$ cat config.mk
export PLATFORM = sky130hd
export DESIGN_NAME = osw_switch_ctrl_n_flat
export DESIGN_NICKNAME = d
export VERILOG_FILES = /design/src/rtl/osw_switch_ctrl_n_if.sv /design/src/rtl/osw_switch_ctrl_n.sv /design/src/flat_wrapper.sv
export SDC_FILE = /design/constraint.sdc
export NUM_CORES = 1
export LEC_CHECK = 0
export ABC_AREA = 1
export CORE_ASPECT_RATIO = 0.9
export CORE_MARGIN = 2
export CORE_UTILIZATION = 40
export CTS_BUF_LIST = sky130_fd_sc_hd__clkbuf_2 sky130_fd_sc_hd__clkbuf_4 sky130_fd_sc_hd__clkbuf_8
export DETAILED_ROUTE_END_ITERATION = 10
export DONT_BUFFER_PORTS = 1
export SLEW_MARGIN = 15
export SYNTH_ARGS = -nofsm -noshare
export SYNTH_HDL_FRONTEND = slang
export SYNTH_SLANG_ARGS = --single-unit
$ cat constraint.sdc
create_clock -name S_AXI_ACLK -period 2.9 [get_ports S_AXI_ACLK]
set_input_delay 0.29 -clock S_AXI_ACLK [delete_from_list [all_inputs] [get_ports S_AXI_ACLK]]
set_output_delay 0.29 -clock S_AXI_ACLK [all_outputs]
set_load 0.005 [all_outputs]
$ cat src/rtl/osw_switch_ctrl_n_if.sv
// osw_switch_ctrl_n_if: AXI4-Lite register bus for the optical switch controller
interface osw_switch_ctrl_n_if;
  logic [31:0] S_AXI_AWADDR;
  logic        S_AXI_AWVALID;
  logic        S_AXI_AWREADY;
  logic [31:0] S_AXI_WDATA;
  logic        S_AXI_WVALID;
  logic        S_AXI_WREADY;
  logic [1:0]  S_AXI_BRESP;
  logic        S_AXI_BVALID;
  logic        S_AXI_BREADY;
  logic [31:0] S_AXI_ARADDR;
  logic        S_AXI_ARVALID;
  logic        S_AXI_ARREADY;
  logic [31:0] S_AXI_RDATA;
  logic [1:0]  S_AXI_RRESP;
  logic        S_AXI_RVALID;
  logic        S_AXI_RREADY;
  modport slave (
    input  S_AXI_AWADDR, S_AXI_AWVALID, S_AXI_WDATA, S_AXI_WVALID, S_AXI_BREADY,
    input  S_AXI_ARADDR, S_AXI_ARVALID, S_AXI_RREADY,
    output S_AXI_AWREADY, S_AXI_WREADY, S_AXI_BRESP, S_AXI_BVALID,
    output S_AXI_ARREADY, S_AXI_RDATA, S_AXI_RRESP, S_AXI_RVALID
  );
  modport master (
    output S_AXI_AWADDR, S_AXI_AWVALID, S_AXI_WDATA, S_AXI_WVALID, S_AXI_BREADY,
    output S_AXI_ARADDR, S_AXI_ARVALID, S_AXI_RREADY,
    input  S_AXI_AWREADY, S_AXI_WREADY, S_AXI_BRESP, S_AXI_BVALID,
    input  S_AXI_ARREADY, S_AXI_RDATA, S_AXI_RRESP, S_AXI_RVALID
  );
endinterface

$ cat src/rtl/osw_switch_ctrl_n.sv
// osw_switch_ctrl_n: AXI-Lite driven optical switch sequencer; define OSW_STATUS_SYNC_EN to add a 2-flop osw_status synchronizer
module osw_switch_ctrl_n #(
  parameter int C_NUM_CH         = 2,
  parameter int C_SETTLE_CYCLES  = 8,
  parameter int C_TIMEOUT_CYCLES = 64
) (
  input  logic                S_AXI_ACLK,
  input  logic                S_AXI_ARESET,
  osw_switch_ctrl_n_if.slave  s_axi,
  output logic                common_rst,
  output logic                common_gate,
  output logic                switch_on,
  output logic                switch_done,
  output logic [C_NUM_CH-1:0] osw_drive,
  input  logic [C_NUM_CH-1:0] osw_status
);
  typedef enum logic [2:0] {IDLE, RST, DRIVE, SETTLE, CHECK, DONE, ERR} state_t;
  localparam logic [15:0] SL = 16'(C_SETTLE_CYCLES == 0 ? 0 : C_SETTLE_CYCLES - 1);
  localparam logic [15:0] TL = 16'(C_TIMEOUT_CYCLES - 1);
  state_t state, nxt;
  logic [C_NUM_CH-1:0] target, sts;
  logic [15:0] cnt;
  logic [7:0] sw_cnt;
  logic [31:0] rdata, rd_mux;
  logic aw_rdy, bvalid, ar_rdy, rvalid;
  logic done_q, tmo_q, gate_q, busy;
  logic wr_go, rd_go, ctrl_wr, start, abort;
  logic unused_bits;
  assign unused_bits = ^{s_axi.S_AXI_AWADDR, s_axi.S_AXI_ARADDR, s_axi.S_AXI_WDATA};
  assign wr_go = aw_rdy && s_axi.S_AXI_AWVALID && s_axi.S_AXI_WVALID;
  assign rd_go = ar_rdy && s_axi.S_AXI_ARVALID;
  assign ctrl_wr = wr_go && s_axi.S_AXI_AWADDR[3:2] == 2'd0;
  assign start = ctrl_wr && s_axi.S_AXI_WDATA[0];
  assign abort = ctrl_wr && s_axi.S_AXI_WDATA[1];
  assign s_axi.S_AXI_AWREADY = aw_rdy;
  assign s_axi.S_AXI_WREADY = aw_rdy;
  assign s_axi.S_AXI_BVALID = bvalid;
  assign s_axi.S_AXI_BRESP = 2'b00;
  assign s_axi.S_AXI_ARREADY = ar_rdy;
  assign s_axi.S_AXI_RVALID = rvalid;
  assign s_axi.S_AXI_RDATA = rdata;
  assign s_axi.S_AXI_RRESP = 2'b00;
  assign common_gate = gate_q;
`ifdef OSW_STATUS_SYNC_EN
  logic [C_NUM_CH-1:0] sync1;
  // two-flop synchronizer for the asynchronous switch feedback
  always_ff @(posedge S_AXI_ACLK) begin
    sync1 <= S_AXI_ARESET ? '0 : osw_status;
    sts <= S_AXI_ARESET ? '0 : sync1;
  end
`else
  assign sts = osw_status;
`endif
  // FSM state register
  always_ff @(posedge S_AXI_ACLK) begin
    state <= S_AXI_ARESET ? IDLE : nxt;
  end
  // next state: abort beats everything once a switch is in flight
  always_comb begin
    nxt = state;
    if (abort && state != IDLE) nxt = IDLE;
    else
      case (state)
        IDLE:    nxt = (start && !abort) ? RST : IDLE;
        RST:     nxt = DRIVE;
        DRIVE:   nxt = (C_SETTLE_CYCLES == 0) ? CHECK : SETTLE;
        SETTLE:  nxt = (cnt == 16'd0) ? CHECK : SETTLE;
        CHECK:   nxt = (sts == osw_drive) ? DONE : (cnt == TL) ? ERR : CHECK;
        default: nxt = IDLE;
      endcase
  end
  // state-decoded strobes
  always_comb begin
    busy = state != IDLE;
    common_rst = state == RST;
    switch_on = state == DRIVE;
    switch_done = state == DONE;
  end
  // switch datapath: drive latch, settle/timeout counter, status bits
  always_ff @(posedge S_AXI_ACLK) begin
    if (S_AXI_ARESET) begin
      osw_drive <= '0;
      target <= '0;
      cnt <= '0;
      sw_cnt <= '0;
      done_q <= 1'b0;
      tmo_q <= 1'b0;
      gate_q <= 1'b0;
    end else begin
      osw_drive <= (state == RST && nxt == DRIVE) ? target : osw_drive;
      target <= (wr_go && s_axi.S_AXI_AWADDR[3:2] == 2'd1) ? s_axi.S_AXI_WDATA[C_NUM_CH-1:0] : target;
      cnt <= (state == DRIVE) ? SL : (state == SETTLE && cnt != 16'd0) ? cnt - 16'd1 : (state == CHECK) ? cnt + 16'd1 : '0;
      sw_cnt <= sw_cnt + 8'(nxt == DONE);
      done_q <= (nxt == DONE) || (done_q && nxt != RST);
      tmo_q <= (nxt == ERR) || (tmo_q && nxt != RST);
      gate_q <= (nxt == DONE) || (gate_q && nxt == IDLE && !(abort && busy));
    end
  end
  // read mux sampled before any same-cycle write lands
  always_comb begin
    rd_mux = (s_axi.S_AXI_ARADDR[3:2] == 2'd0) ? 32'd0 :
             (s_axi.S_AXI_ARADDR[3:2] == 2'd1) ? 32'(target) :
             (s_axi.S_AXI_ARADDR[3:2] == 2'd2) ? {16'd0, sw_cnt, 5'd0, tmo_q, done_q, busy} : 32'(sts);
  end
  // AXI-Lite handshakes: single-cycle ready, response held until accepted
  always_ff @(posedge S_AXI_ACLK) begin
    if (S_AXI_ARESET) begin
      aw_rdy <= 1'b0;
      bvalid <= 1'b0;
      ar_rdy <= 1'b0;
      rvalid <= 1'b0;
      rdata <= '0;
    end else begin
      aw_rdy <= !aw_rdy && s_axi.S_AXI_AWVALID && s_axi.S_AXI_WVALID && !bvalid;
      bvalid <= wr_go || (bvalid && !s_axi.S_AXI_BREADY);
      ar_rdy <= !ar_rdy && s_axi.S_AXI_ARVALID && !rvalid;
      rvalid <= rd_go || (rvalid && !s_axi.S_AXI_RREADY);
      rdata <= rd_go ? rd_mux : rdata;
    end
  end
endmodule

$ cat src/flat_wrapper.sv
// flat-port wrapper written by rule: the top's interface ports become plain ports
module osw_switch_ctrl_n_flat 
#(
  parameter int C_NUM_CH         = 2,
  parameter int C_SETTLE_CYCLES  = 8,
  parameter int C_TIMEOUT_CYCLES = 64
)
  (S_AXI_ACLK, S_AXI_ARESET, common_rst, common_gate, switch_on, switch_done, osw_drive, osw_status, s_axi_S_AXI_AWADDR, s_axi_S_AXI_AWVALID, s_axi_S_AXI_WDATA, s_axi_S_AXI_WVALID, s_axi_S_AXI_BREADY, s_axi_S_AXI_ARADDR, s_axi_S_AXI_ARVALID, s_axi_S_AXI_RREADY, s_axi_S_AXI_AWREADY, s_axi_S_AXI_WREADY, s_axi_S_AXI_BRESP, s_axi_S_AXI_BVALID, s_axi_S_AXI_ARREADY, s_axi_S_AXI_RDATA, s_axi_S_AXI_RRESP, s_axi_S_AXI_RVALID);
  osw_switch_ctrl_n_if s_axi_i ();
  input  logic S_AXI_ACLK;
  input  logic S_AXI_ARESET;
  output logic common_rst;
  output logic common_gate;
  output logic switch_on;
  output logic switch_done;
  output logic [C_NUM_CH-1:0] osw_drive;
  input  logic [C_NUM_CH-1:0] osw_status;
  input wire logic [$bits(s_axi_i.S_AXI_AWADDR)-1:0] s_axi_S_AXI_AWADDR;
  input wire logic [$bits(s_axi_i.S_AXI_AWVALID)-1:0] s_axi_S_AXI_AWVALID;
  input wire logic [$bits(s_axi_i.S_AXI_WDATA)-1:0] s_axi_S_AXI_WDATA;
  input wire logic [$bits(s_axi_i.S_AXI_WVALID)-1:0] s_axi_S_AXI_WVALID;
  input wire logic [$bits(s_axi_i.S_AXI_BREADY)-1:0] s_axi_S_AXI_BREADY;
  input wire logic [$bits(s_axi_i.S_AXI_ARADDR)-1:0] s_axi_S_AXI_ARADDR;
  input wire logic [$bits(s_axi_i.S_AXI_ARVALID)-1:0] s_axi_S_AXI_ARVALID;
  input wire logic [$bits(s_axi_i.S_AXI_RREADY)-1:0] s_axi_S_AXI_RREADY;
  output wire logic [$bits(s_axi_i.S_AXI_AWREADY)-1:0] s_axi_S_AXI_AWREADY;
  output wire logic [$bits(s_axi_i.S_AXI_WREADY)-1:0] s_axi_S_AXI_WREADY;
  output wire logic [$bits(s_axi_i.S_AXI_BRESP)-1:0] s_axi_S_AXI_BRESP;
  output wire logic [$bits(s_axi_i.S_AXI_BVALID)-1:0] s_axi_S_AXI_BVALID;
  output wire logic [$bits(s_axi_i.S_AXI_ARREADY)-1:0] s_axi_S_AXI_ARREADY;
  output wire logic [$bits(s_axi_i.S_AXI_RDATA)-1:0] s_axi_S_AXI_RDATA;
  output wire logic [$bits(s_axi_i.S_AXI_RRESP)-1:0] s_axi_S_AXI_RRESP;
  output wire logic [$bits(s_axi_i.S_AXI_RVALID)-1:0] s_axi_S_AXI_RVALID;
  assign s_axi_i.S_AXI_AWADDR = s_axi_S_AXI_AWADDR;
  assign s_axi_i.S_AXI_AWVALID = s_axi_S_AXI_AWVALID;
  assign s_axi_i.S_AXI_WDATA = s_axi_S_AXI_WDATA;
  assign s_axi_i.S_AXI_WVALID = s_axi_S_AXI_WVALID;
  assign s_axi_i.S_AXI_BREADY = s_axi_S_AXI_BREADY;
  assign s_axi_i.S_AXI_ARADDR = s_axi_S_AXI_ARADDR;
  assign s_axi_i.S_AXI_ARVALID = s_axi_S_AXI_ARVALID;
  assign s_axi_i.S_AXI_RREADY = s_axi_S_AXI_RREADY;
  assign s_axi_S_AXI_AWREADY = s_axi_i.S_AXI_AWREADY;
  assign s_axi_S_AXI_WREADY = s_axi_i.S_AXI_WREADY;
  assign s_axi_S_AXI_BRESP = s_axi_i.S_AXI_BRESP;
  assign s_axi_S_AXI_BVALID = s_axi_i.S_AXI_BVALID;
  assign s_axi_S_AXI_ARREADY = s_axi_i.S_AXI_ARREADY;
  assign s_axi_S_AXI_RDATA = s_axi_i.S_AXI_RDATA;
  assign s_axi_S_AXI_RRESP = s_axi_i.S_AXI_RRESP;
  assign s_axi_S_AXI_RVALID = s_axi_i.S_AXI_RVALID;
  osw_switch_ctrl_n #(.C_NUM_CH(C_NUM_CH), .C_SETTLE_CYCLES(C_SETTLE_CYCLES), .C_TIMEOUT_CYCLES(C_TIMEOUT_CYCLES)) u_core (.S_AXI_ACLK(S_AXI_ACLK), .S_AXI_ARESET(S_AXI_ARESET), .s_axi(s_axi_i), .common_rst(common_rst), .common_gate(common_gate), .switch_on(switch_on), .switch_done(switch_done), .osw_drive(osw_drive), .osw_status(osw_status));
endmodule
==> flow_metrics.py <==
metrics = {
    "status": {
        "status": "complete, no violations",
    },
    "worst_setup_path": {
        "critical_path.max_stage_delay_ps": 350,
        "crit_cells": 19,
        "cp_top_family": "simple AND/OR/NAND/NOR gates",
        "ff2ff_path_depth": 19,
        "arrival_ps": 2880,
        "critical_path_buf_inv_count": 3,
        "crit_top_cell": "nand2_2",
        "critPathCaptureType": "flop",
        "crit_required_ps": 3140,
        "crit_slowest_cell": "dfxtp_1",
        "worst-setup-path-type": "flop to flop",
        "crit_path_max_fanout": 4,
        "startpoint_type": "flop",
        "crit_path_cell_trace": "inv_1 > ha_2 > nand2_2 > nor2_4 > nand2_2 > a21oi_1 > nand2_2 > nand2_2 > nand3_2 > inv_1 > ha_1 > nand2_1 > nor2_2 > nand2_1 > nor3_2 > nand2_1 > inv_1 > o21ai_0 > a21oi_1",
    },
    "route": {
        "drtIter0Drc": 137,
        "postRouteAntennaNets": 0,
        "route.detailed.drc": 0,
        "vias": 2486,
        "firstDrtPassIters": 4,
        "wl_per_cell_um": 11.9,
        "wirelength_um": 6060,
        "viasPerCell": 4.86,
    },
    "power_and_ir_drop": {
        "p_per_area_mw_per_mm2": 384,
        "ir_drop_mv": 0.206,
        "p_leak_nw": 1.27,
    },
    "worst_hold_path": {
        "min_path_type": "input port to flop",
        "hold_depth": 1,
    },
    "logic_synthesis": {
        "synth-xor-area-share": 0.0183,
        "seq_area_frac_synth": 0.341,
        "synth_edf_count": 0,
        "synth_ff_type": "dfxtp_1",
        "syn_inst": 420,
        "synthSimpleGateAreaFrac": 0.323,
        "synth-seq-cells": 49,
        "synthMuxAreaShare": 0,
        "syn_area_per_cell_um2": 6.85,
        "synth_compound_area_frac": 0.142,
        "yosysUniqueCellTypes": 35,
        "synth_top_family_by_area": "simple AND/OR/NAND/NOR gates",
        "synth-async-reset-ratio": 0,
        "synthAdderAreaFrac": 0.0174,
        "syn_area_mm2": 0.00288,
        "yosys_warnings": 0,
    },
    "clock_tree": {
        "clkSinkCount": 49,
        "postCtsHoldBufs": 0,
        "cts.clk_slew.worst_paths_ps": 100,
        "cts_tree": "yes",
        "clock_latency_ps": 310,
        "numCtsBuffers": 5,
        "clock_path_buffers": 2,
        "cts-root-buf": "clkbuf_8",
        "htree_levels": 2,
        "post_cts_buffers": 0,
        "cts_resized": 0,
    },
    "grt": {
        "track_usage": 0.159,
        "antenna_found_initial": 0,
        "first_global_vias": 2274,
        "grt_pass1_wl_um": 10300,
        "grt_overflow": 0,
        "grt_max_degree": 24,
    },
    "sta": {
        "period_share": 0.910,
        "setup_violations": 0,
        "period_needed_ps": 2640,
        "setup_tns_ps": 0,
        "hold_viol": 0,
        "slew_viol_final": 0,
        "fmax_ghz": 0.379,
        "skew_ps": 9.57,
        "relSlewSlack": 0.617,
        "worst_slew_pin_slew_ps": 573,
    },
    "floorplanning": {
        "die-height_um": 84.5,
        "dieArea_mm2": 0.00789,
        "core_area_mm2": 0.00700,
        "die_w_um": 93.4,
        "ioPinCount": 152,
        "num_rows": 29,
        "initial_utilization": 0.411,
    },
    "place": {
        "dp.final_hpwl_um": 4520,
        "io_buffers": 0,
        "place_congestion": 0.843,
        "dp_cells": 503,
    },
    "layout": {
        "final_cell_mix": "nand2_1 (85), inv_1 (49), dfxtp_1 (49), a21oi_1 (44), nor2_1 (41)",
        "fin_cells": 511,
        "drive_gt1_frac": 0.100,
        "final_common_cell": "nand2_1",
        "insertedDiodeCount": 0,
        "syn2layout_area_growth_pct": 2.26,
        "nets": 526,
        "regArea_um2": 981,
        "num-fill-cells": 746,
        "multi_input_area_mm2": 0.00154,
    },
    "run": {
        "cap_violations": 0,
    },
}
[cell type report]
cell class                 count  area share
inverter                      51      0.0659
multi-input combinational    308       0.525
tap                           93      0.0396
sequential                    49       0.333
clock inverter                 3     0.00766
timing repair buffer           2     0.00510
clock buffer                   5      0.0234
[sequential cells by signal (all words and copies together), names as in the netlist, named ones only]
signal,cells
u_core.target,2
u_core.osw_drive,2
u_core.s_axi.S_AXI_RDATA,11
u_core.s_axi.S_AXI_RVALID,1
u_core.s_axi.S_AXI_ARREADY,1
u_core.tmo_q,1
u_core.s_axi.S_AXI_AWREADY,1
u_core.common_gate,1
u_core.state,3
u_core.sw_cnt,8
u_core.cnt,16
u_core.s_axi.S_AXI_BVALID,1
[power by group]
| part | internal, mW | leakage (nW) | switching, mW |
|---|---|---|---|
| logic | 0.00877 | 0.837 | 0.0284 |
| registers | 0.676 | 0.395 | 0.00386 |
| clock network | 0.170 | 0.0364 | 0.243 |
[worst register-to-register path, delay by kind of cell (launching register included)]
kind | cells | cell delay (ps)
and+or+nand+nor | 11 | 1210
adders and majority gates | 2 | 370
AOI/OAI and AO/OA | 3 | 360
DFF | 1 | 350
buffers and inverters | 3 | 290
[path summary, 6_finish.rpt]
kind / slack [ps] / start / to
worst min register to register: 450 / u_core.sw_cnt[7] / u_core.sw_cnt[7]
worst max register to register: 260 / u_core.cnt[0] / u_core.sw_cnt[7]
worst max-delay path: 260 / u_core.cnt[0] / u_core.sw_cnt[7]
worst min-delay path: 40 / S_AXI_ARESET / u_core.state[1]
[cell families (layout without fill, tap and decap cells)]
kind of cell / count (synthesis) / in the layout
simple gates: 196 / 196
fa+ha+maj: 4 / 4
buf+inv: 87 / 61
xor+xnor: 6 / 6
compound gates: 77 / 77
other cells: 1 / 25
flops: 49 / 49
[synth_stat cells, types with 2 or more instances]
master / instances / share of area
nor2_2: 6 / 0.013
nor2_1: 42 / 0.055
nand4_1: 7 / 0.015
buf_4: 26 / 0.068
buf_2: 2 / 0.0035
a21oi_1: 44 / 0.077
clkbuf_1: 5 / 0.0065
nand4_2: 2 / 0.0087
o211ai_1: 3 / 0.0078
nand2_2: 6 / 0.013
a31oi_1: 3 / 0.0065
dfxtp_1: 49 / 0.34
nor3_1: 7 / 0.012
ha_1: 4 / 0.017
nand2_1: 85 / 0.11
a311oi_1: 2 / 0.0061
o21ai_0: 22 / 0.038
nor2_4: 5 / 0.020
inv_1: 49 / 0.064
xor2_1: 6 / 0.018
or2_2: 4 / 0.0087
nand3_1: 26 / 0.045
buf_6: 3 / 0.012
[metrics by stage]
| step | setup slack (ps) | util | cell area [µm²] | power, mW | hold slack (ps) |
|---|---|---|---|---|---|
| after global routing | -1.50 | 0.420 | 2940 | 1.17 | 27.3 |
| final | 262 | 0.420 | 2940 | 1.13 | 43.5 |
| after CTS | 128 | 0.419 | 2930 | 1.14 | 32.6 |
| after detailed placement | 153 | 0.406 | 2840 | 0.733 | 364 |
| after floorplan | 582 | - | 2970 | 0.755 | 359 |
| after global placement | 230 | 0.406 | 2840 | 0.732 | 361 |
[routing by layer]
metal / vias to the layer above / global-route usage / routed length (µm) / share of wire
met4: 0 / 0.0535 / 89 / 0.015
met1: 1125 / 0.217 / 2970 / 0.49
li1: 1299 / - / - / -
met3: 8 / 0.0341 / 320 / 0.053
met5: - / 0 / 0 / 0
met2: 54 / 0.249 / 2680 / 0.44
Power figures use the tool's default switching activity.
